$ cat config.mk
export PLATFORM = sky130hd
export DESIGN_NAME = gate_sensor_fsm_flat
export DESIGN_NICKNAME = d
export VERILOG_FILES = /design/src/rtl/gate_sensor_fsm_if.sv /design/src/rtl/gate_sensor_fsm.sv /design/src/flat_wrapper.sv
export SDC_FILE = /design/constraint.sdc
export NUM_CORES = 1
export LEC_CHECK = 0
export ABC_AREA = 1
export CORE_MARGIN = 1.5
export CORE_UTILIZATION = 56
export CTS_BUF_LIST = sky130_fd_sc_hd__clkbuf_4 sky130_fd_sc_hd__clkbuf_8 sky130_fd_sc_hd__clkbuf_16
export CTS_CLUSTER_SIZE = 16
export DETAILED_ROUTE_END_ITERATION = 16
export PLACE_DENSITY_LB_ADDON = 0.15
export SYNTH_ARGS = -nofsm -noshare
export SYNTH_HDL_FRONTEND = slang
export SYNTH_SLANG_ARGS = --single-unit
$ cat constraint.sdc
create_clock -name clk -period 2 [get_ports clk]
set_input_delay 0.4 -clock clk [delete_from_list [all_inputs] [get_ports clk]]
set_output_delay 0.4 -clock clk [all_outputs]
set_load 0.02 [all_outputs]
$ cat src/rtl/gate_sensor_fsm_if.sv
// Signal bundle between the gate beam sensors / garage controller and the
// gate front-end. The master side drives the raw sensors and garage_full;
// the slave side is the front-end that produces the event pulses.
interface gate_sensor_fsm_if;
    // Transfer rules: there is no valid/ready pair. Each output is a
    // registered strobe that is high for exactly one clk cycle per event.
    // There is no backpressure, so the consumer must sample every cycle.
    // sensor_a/sensor_b are raw levels (1 = beam blocked) and may change at
    // any time. garage_full is a level that is synchronous to clk.
    logic       sensor_a;
    logic       sensor_b;
    logic       garage_full;
    logic       car_enter;
    logic       car_out;
    logic       full_alarm;
    logic       sensor_fault;
    // Debug view of the passage tracker; value 0 always means IDLE.
    logic [2:0] fsm_state;

    modport master (
        output sensor_a, sensor_b, garage_full,
        input  car_enter, car_out, full_alarm, sensor_fault, fsm_state
    );

    modport slave (
        input  sensor_a, sensor_b, garage_full,
        output car_enter, car_out, full_alarm, sensor_fault, fsm_state
    );
endinterface

$ cat src/rtl/gate_sensor_fsm.sv
// Gate front-end: synchronizes and debounces the two beam sensors, then
// follows the order in which a vehicle breaks and clears the beams. It emits
// one-cycle entry and exit pulses. A per-state timeout turns a stuck passage
// into a sensor_fault pulse and parks the tracker until both beams clear.
module gate_sensor_fsm #(
    parameter int DEBOUNCE = 4,
    parameter int TIMEOUT  = 1000,
    parameter int TW       = 16
) (
    input  logic               clk,
    input  logic               reset,
    gate_sensor_fsm_if.slave   bus
);

    // Debounce counter only needs to hold 0..DEBOUNCE-1.
    localparam int DW = (DEBOUNCE > 1) ? $clog2(DEBOUNCE) : 1;
    localparam logic [DW-1:0] DB_LAST = DW'(DEBOUNCE - 1);
    localparam logic [TW-1:0] TO_LAST = TW'(TIMEOUT - 1);

    typedef enum logic [2:0] {
        IDLE     = 3'd0,
        IN_A     = 3'd1,
        IN_AB    = 3'd2,
        IN_B     = 3'd3,
        OUT_B    = 3'd4,
        OUT_BA   = 3'd5,
        OUT_A    = 3'd6,
        WAIT_CLR = 3'd7
    } state_t;

    // Bit 1 carries sensor A, bit 0 carries sensor B throughout.
    logic [1:0]          sync1_q, sync1_d;
    logic [1:0]          sync2_q, sync2_d;
    logic [1:0]          deb_q, deb_d;
    logic [1:0][DW-1:0]  db_cnt_q, db_cnt_d;

    state_t              state_q, state_d;
    logic [TW-1:0]       tmr_q, tmr_d;
    logic                enter_q, enter_d;
    logic                out_q, out_d;
    logic                alarm_q, alarm_d;
    logic                fault_q, fault_d;

    logic                a, b;
    logic                tracking;

    assign sync1_d = {bus.sensor_a, bus.sensor_b};
    assign sync2_d = sync1_q;
    assign a       = deb_q[1];
    assign b       = deb_q[0];

    // Accept a sensor change only after DEBOUNCE consecutive differing samples.
    always_comb begin
        db_cnt_d = db_cnt_q;
        deb_d    = deb_q;
        for (int i = 0; i < 2; i++) begin
            if (sync2_q[i] != deb_q[i]) begin
                if (db_cnt_q[i] == DB_LAST) begin
                    deb_d[i]    = sync2_q[i];
                    db_cnt_d[i] = '0;
                end else begin
                    db_cnt_d[i] = db_cnt_q[i] + DW'(1);
                end
            end else begin
                db_cnt_d[i] = '0;
            end
        end
    end

    // Synchronizer and debouncer registers.
    always_ff @(posedge clk or negedge reset) begin
        if (!reset) begin
            sync1_q  <= '0;
            sync2_q  <= '0;
            deb_q    <= '0;
            db_cnt_q <= '0;
        end else begin
            sync1_q  <= sync1_d;
            sync2_q  <= sync2_d;
            deb_q    <= deb_d;
            db_cnt_q <= db_cnt_d;
        end
    end

    assign tracking = (state_q != IDLE) && (state_q != WAIT_CLR);

    // Passage tracking, event pulses and per-state timeout.
    always_comb begin
        state_d = state_q;
        enter_d = 1'b0;
        out_d   = 1'b0;
        alarm_d = 1'b0;
        fault_d = 1'b0;
        tmr_d   = '0;

        case (state_q)
            IDLE: begin
                if (a && !b) begin
                    state_d = IN_A;
                    alarm_d = bus.garage_full;
                end else if (!a && b) begin
                    state_d = OUT_B;
                end else if (a && b) begin
                    state_d = WAIT_CLR;
                end
            end
            // A simultaneous flip to !a&b is resolved as passing through a&b.
            IN_A: begin
                if (b)       state_d = IN_AB;
                else if (!a) state_d = IDLE;
            end
            IN_AB: begin
                if (!a && b)       state_d = IN_B;
                else if (a && !b)  state_d = IN_A;
                else if (!a && !b) state_d = WAIT_CLR;
            end
            IN_B: begin
                if (!a && !b) begin
                    state_d = IDLE;
                    enter_d = 1'b1;
                end else if (a && b) begin
                    state_d = IN_AB;
                end
            end
            // Exit side mirrors the entry side, including the jump rule.
            OUT_B: begin
                if (a)       state_d = OUT_BA;
                else if (!b) state_d = IDLE;
            end
            OUT_BA: begin
                if (a && !b)       state_d = OUT_A;
                else if (!a && b)  state_d = OUT_B;
                else if (!a && !b) state_d = WAIT_CLR;
            end
            OUT_A: begin
                if (!a && !b) begin
                    state_d = IDLE;
                    out_d   = 1'b1;
                end else if (a && b) begin
                    state_d = OUT_BA;
                end
            end
            WAIT_CLR: begin
                if (!a && !b) state_d = IDLE;
            end
            default: state_d = IDLE;
        endcase

        // Timer runs only while a tracking state holds; any move restarts it.
        if (tracking && (state_d == state_q)) begin
            if (tmr_q == TO_LAST) begin
                state_d = WAIT_CLR;
                fault_d = 1'b1;
                tmr_d   = '0;
            end else begin
                tmr_d = tmr_q + TW'(1);
            end
        end
    end

    // Tracker state, timeout counter and registered pulse outputs.
    always_ff @(posedge clk or negedge reset) begin
        if (!reset) begin
            state_q <= IDLE;
            tmr_q   <= '0;
            enter_q <= 1'b0;
            out_q   <= 1'b0;
            alarm_q <= 1'b0;
            fault_q <= 1'b0;
        end else begin
            state_q <= state_d;
            tmr_q   <= tmr_d;
            enter_q <= enter_d;
            out_q   <= out_d;
            alarm_q <= alarm_d;
            fault_q <= fault_d;
        end
    end

    assign bus.car_enter    = enter_q;
    assign bus.car_out      = out_q;
    assign bus.full_alarm   = alarm_q;
    assign bus.sensor_fault = fault_q;
    assign bus.fsm_state    = state_q;

endmodule

$ cat src/flat_wrapper.sv
// flat-port wrapper written by rule: the top's interface ports become plain ports
module gate_sensor_fsm_flat 
#(
    parameter int DEBOUNCE = 4,
    parameter int TIMEOUT  = 1000,
    parameter int TW       = 16
)
  (clk, reset, bus_sensor_a, bus_sensor_b, bus_garage_full, bus_car_enter, bus_car_out, bus_full_alarm, bus_sensor_fault, bus_fsm_state);
  gate_sensor_fsm_if bus_i ();
  input  logic clk;
  input  logic reset;
  input wire logic [$bits(bus_i.sensor_a)-1:0] bus_sensor_a;
  input wire logic [$bits(bus_i.sensor_b)-1:0] bus_sensor_b;
  input wire logic [$bits(bus_i.garage_full)-1:0] bus_garage_full;
  output wire logic [$bits(bus_i.car_enter)-1:0] bus_car_enter;
  output wire logic [$bits(bus_i.car_out)-1:0] bus_car_out;
  output wire logic [$bits(bus_i.full_alarm)-1:0] bus_full_alarm;
  output wire logic [$bits(bus_i.sensor_fault)-1:0] bus_sensor_fault;
  output wire logic [$bits(bus_i.fsm_state)-1:0] bus_fsm_state;
  assign bus_i.sensor_a = bus_sensor_a;
  assign bus_i.sensor_b = bus_sensor_b;
  assign bus_i.garage_full = bus_garage_full;
  assign bus_car_enter = bus_i.car_enter;
  assign bus_car_out = bus_i.car_out;
  assign bus_full_alarm = bus_i.full_alarm;
  assign bus_sensor_fault = bus_i.sensor_fault;
  assign bus_fsm_state = bus_i.fsm_state;
  gate_sensor_fsm #(.DEBOUNCE(DEBOUNCE), .TIMEOUT(TIMEOUT), .TW(TW)) u_core (.clk(clk), .reset(reset), .bus(bus_i));
endmodule
==> flow_summary.toml <==
[worst_setup_path]
worst-path-max-fanout = 9
max_stage_delay_ns = 0.65
cp-end-kind = "output pin"
ff2ff_path_depth = 10
startpoint_type = "flop"
critical_path.slowest_cell = "clkdlybuf4s50_1"
crit_buf_inv = 1
cp.required_ns = 1.60
worstSetupPathType = "reg -> out"
arrival_ns = 1.46
crit_chain = "clkdlybuf4s50_1"
crit_family = "buffers and inverters"
crit_cells = 1

[detailed_routing]
dr.pass1.iters = 4
via_per_inst = 5.287
drtAntennaViolNets = 0
wirelength_um = 3614
drt-wirelength-per-cell_um = 12.51
post-route-drc-count = 0
initialDrtViolationCount = 98
vias = 1528

[die]
dieHeight_um = 61.74
core_um2 = 3311
die_w_um = 61.74
row_count = 21
die_area_um2 = 3811
boundaryPins = 12
start_util_pct = 58.35

[clock_tree]
htreeDepth = 2
clock_path_buffers = 2
clkLatencyLatePin_ns = 0.33
path_clk_slew_ns = 0.11
hold_buffers = 0
cts_root_buf = "clkbuf_4"
cts-buffers-inserted = 5
cts_tree = "yes"
cts_num_sinks = 33

[timing]
worst_pin_slew_ns = 0.4125
relSlewSlack_pct = 72.50
finalCritPeriodShare_pct = 92.96
finalCriticalPeriod_ns = 1.859
rsz0062_at_grt = "false"
setup_tns_ns = 0
final_hold_viol_count = 0
finClkSkew_ns = 0.01452
report.final.slew_viol_count = 0
whs_ns = 0.3714
setup_viol = 0
fmax_ghz = 0.5378

[power]
seqPwrFrac_pct = 31.3
power_density_nw_per_um2 = 1388
p_sw_share_pct = 45.96
p_sw_uw = 1398
vdd_drop_max_mv = 0.7263
power.leakage_uw = 0.0009391
p_int_uw = 1644
power.share.combinational_pct = 51.5
pwr-share-clk_pct = 17.1

[global_route]
track_usage_pct = 22.37
grt_pass1_vias = 1395
overflow = 0
grt_pass1_wl_um = 6237
antenna_found_initial = 0
grt_max_degree = 34

[synthesis]
ys_seq_area_share_pct = 42.75
yosys_register_bits = 33
synth.net_count = 233
avgSynthCellArea_um2 = 8.586
yosys_warnings = 0
ys_types = 33
netlist_instances = 225
synth.cell_area_um2 = 1932

[finish]
layout-drive-gt1-share_pct = 21.81
syn_to_final_growth_pct = 13.47
n_antenna_cell = 0
nNetsFinal = 250
layout_common_cells = "nand2_1, dfrtp_1, nand3_1"
mostFrequentLayoutCell = "nand2_1"
fillCellCount = 294

[place]
gp_congestion = 0.8823
portBuffers = 11
dp.final_hpwl_um = 2598

[worst_hold_path]
hold_class = "reg -> reg"
holdPathStages = 0

[flow_run]
cap_violations = 0

[run_status]
status = "finished clean"
[synthesized netlist by cell type, drive strengths merged]
library cell / number / share of area [%]
nand2: 54 / 11
nand3: 22 / 7.3
nand4: 9 / 2.9
ha: 3 / 1.9
nor3: 24 / 10
nor2: 21 / 5.2
buf: 6 / 3.1
nor4: 5 / 1.6
o21ai: 6 / 1.6
o21bai: 2 / 0.78
dfrtp: 33 / 43
o22ai: 1 / 0.32
nand3b: 1 / 0.39
or2: 2 / 0.65
inv: 23 / 4.6
a21oi: 3 / 0.97
xnor2: 4 / 1.8
xor2: 4 / 1.8
a211oi: 1 / 0.65
and2: 1 / 0.32
[what timing repair did]
item | CTS | global route
gates resized for setup | 0 | 8
endpoints found under the setup margin | 0 | 16
setup buffers | 0 | 0
[logic make-up after synthesis]
family / count (synthesis) / synth area share, %
xor+xnor: 8 / 3.627
compound gates: 13 / 4.274
flops: 33 / 42.75
simple gates: 139 / 39.70
fa+ha+maj: 3 / 1.943
buf+inv: 29 / 7.707
[area by class of cell]
class | count | area, um2 | share of cell area [%]
multi-input cells | 163 | 962.2 | 43.89
clock buffers | 6 | 51.30 | 2.340
inverters | 23 | 91.34 | 4.167
repair buffers | 16 | 160.2 | 7.306
flip-flops and latches | 33 | 832.0 | 37.96
clock inverters | 2 | 37.54 | 1.712
well taps | 46 | 57.56 | 2.626
[worst paths after layout]
kind | start | to | slack, ns
worst max-delay path | u_core.bus.fsm_state[1] | bus_fsm_state[1] | 0.14
worst min-delay path | u_core.sync1_q[0] | u_core.sync2_q[0] | 0.37
worst max register to register | u_core.deb_q[0] | u_core.tmr_q[4] | 0.21
worst min register to register | u_core.sync1_q[0] | u_core.sync2_q[0] | 0.37
max in group asynchronous | reset | u_core.bus.fsm_state[1] | 1.22
min in group asynchronous | reset | u_core.tmr_q[15] | 0.47
[power groups by stage]
stage          Clock (uW)  Sequential, uW  Combinational [uW]
2_1_floorplan           0             893                1280
3_3_place_gp            0             947                1540
3_5_place_dp            0             952                1560
4_1_cts               530             939                1570
5_1_grt               568             978                1760
6_report              522             953                1570
[stage by stage]
stage	instances	total power (uW)	cell area, um2	setup WS [ns]	utilization [%]
3_5_place_dp	281	2512	2090	0.1335	63.11
5_1_grt	289	3307	2192	0.01147	66.21
3_3_place_gp	281	2490	2090	0.1708	63.11
4_1_cts	289	3040	2178	0.01182	65.80
2_1_floorplan	225	2169	1932	0.3121	-
6_report	289	3042	2192	0.1407	66.21
[flip-flops by register name, summed over array words and instances, names as in the netlist]
signal / count
u_core.bus.car_out: 1
u_core.bus.car_enter: 1
u_core.bus.sensor_fault: 1
u_core.bus.full_alarm: 1
u_core.db_cnt_q: 4
u_core.tmr_q: 16
u_core.sync2_q: 2
u_core.sync1_q: 2
u_core.bus.fsm_state: 3
u_core.deb_q: 2
[routing by layer]
metal  wire (um)  vias up  GRT usage, %
met1        1745      694         30.50
met3         178        7         6.418
li1            -      787             -
met2        1635       40         34.14
met4          53        0         7.903
met5           0        -             0
No activity file was read; power rests on OpenSTA's default activity.
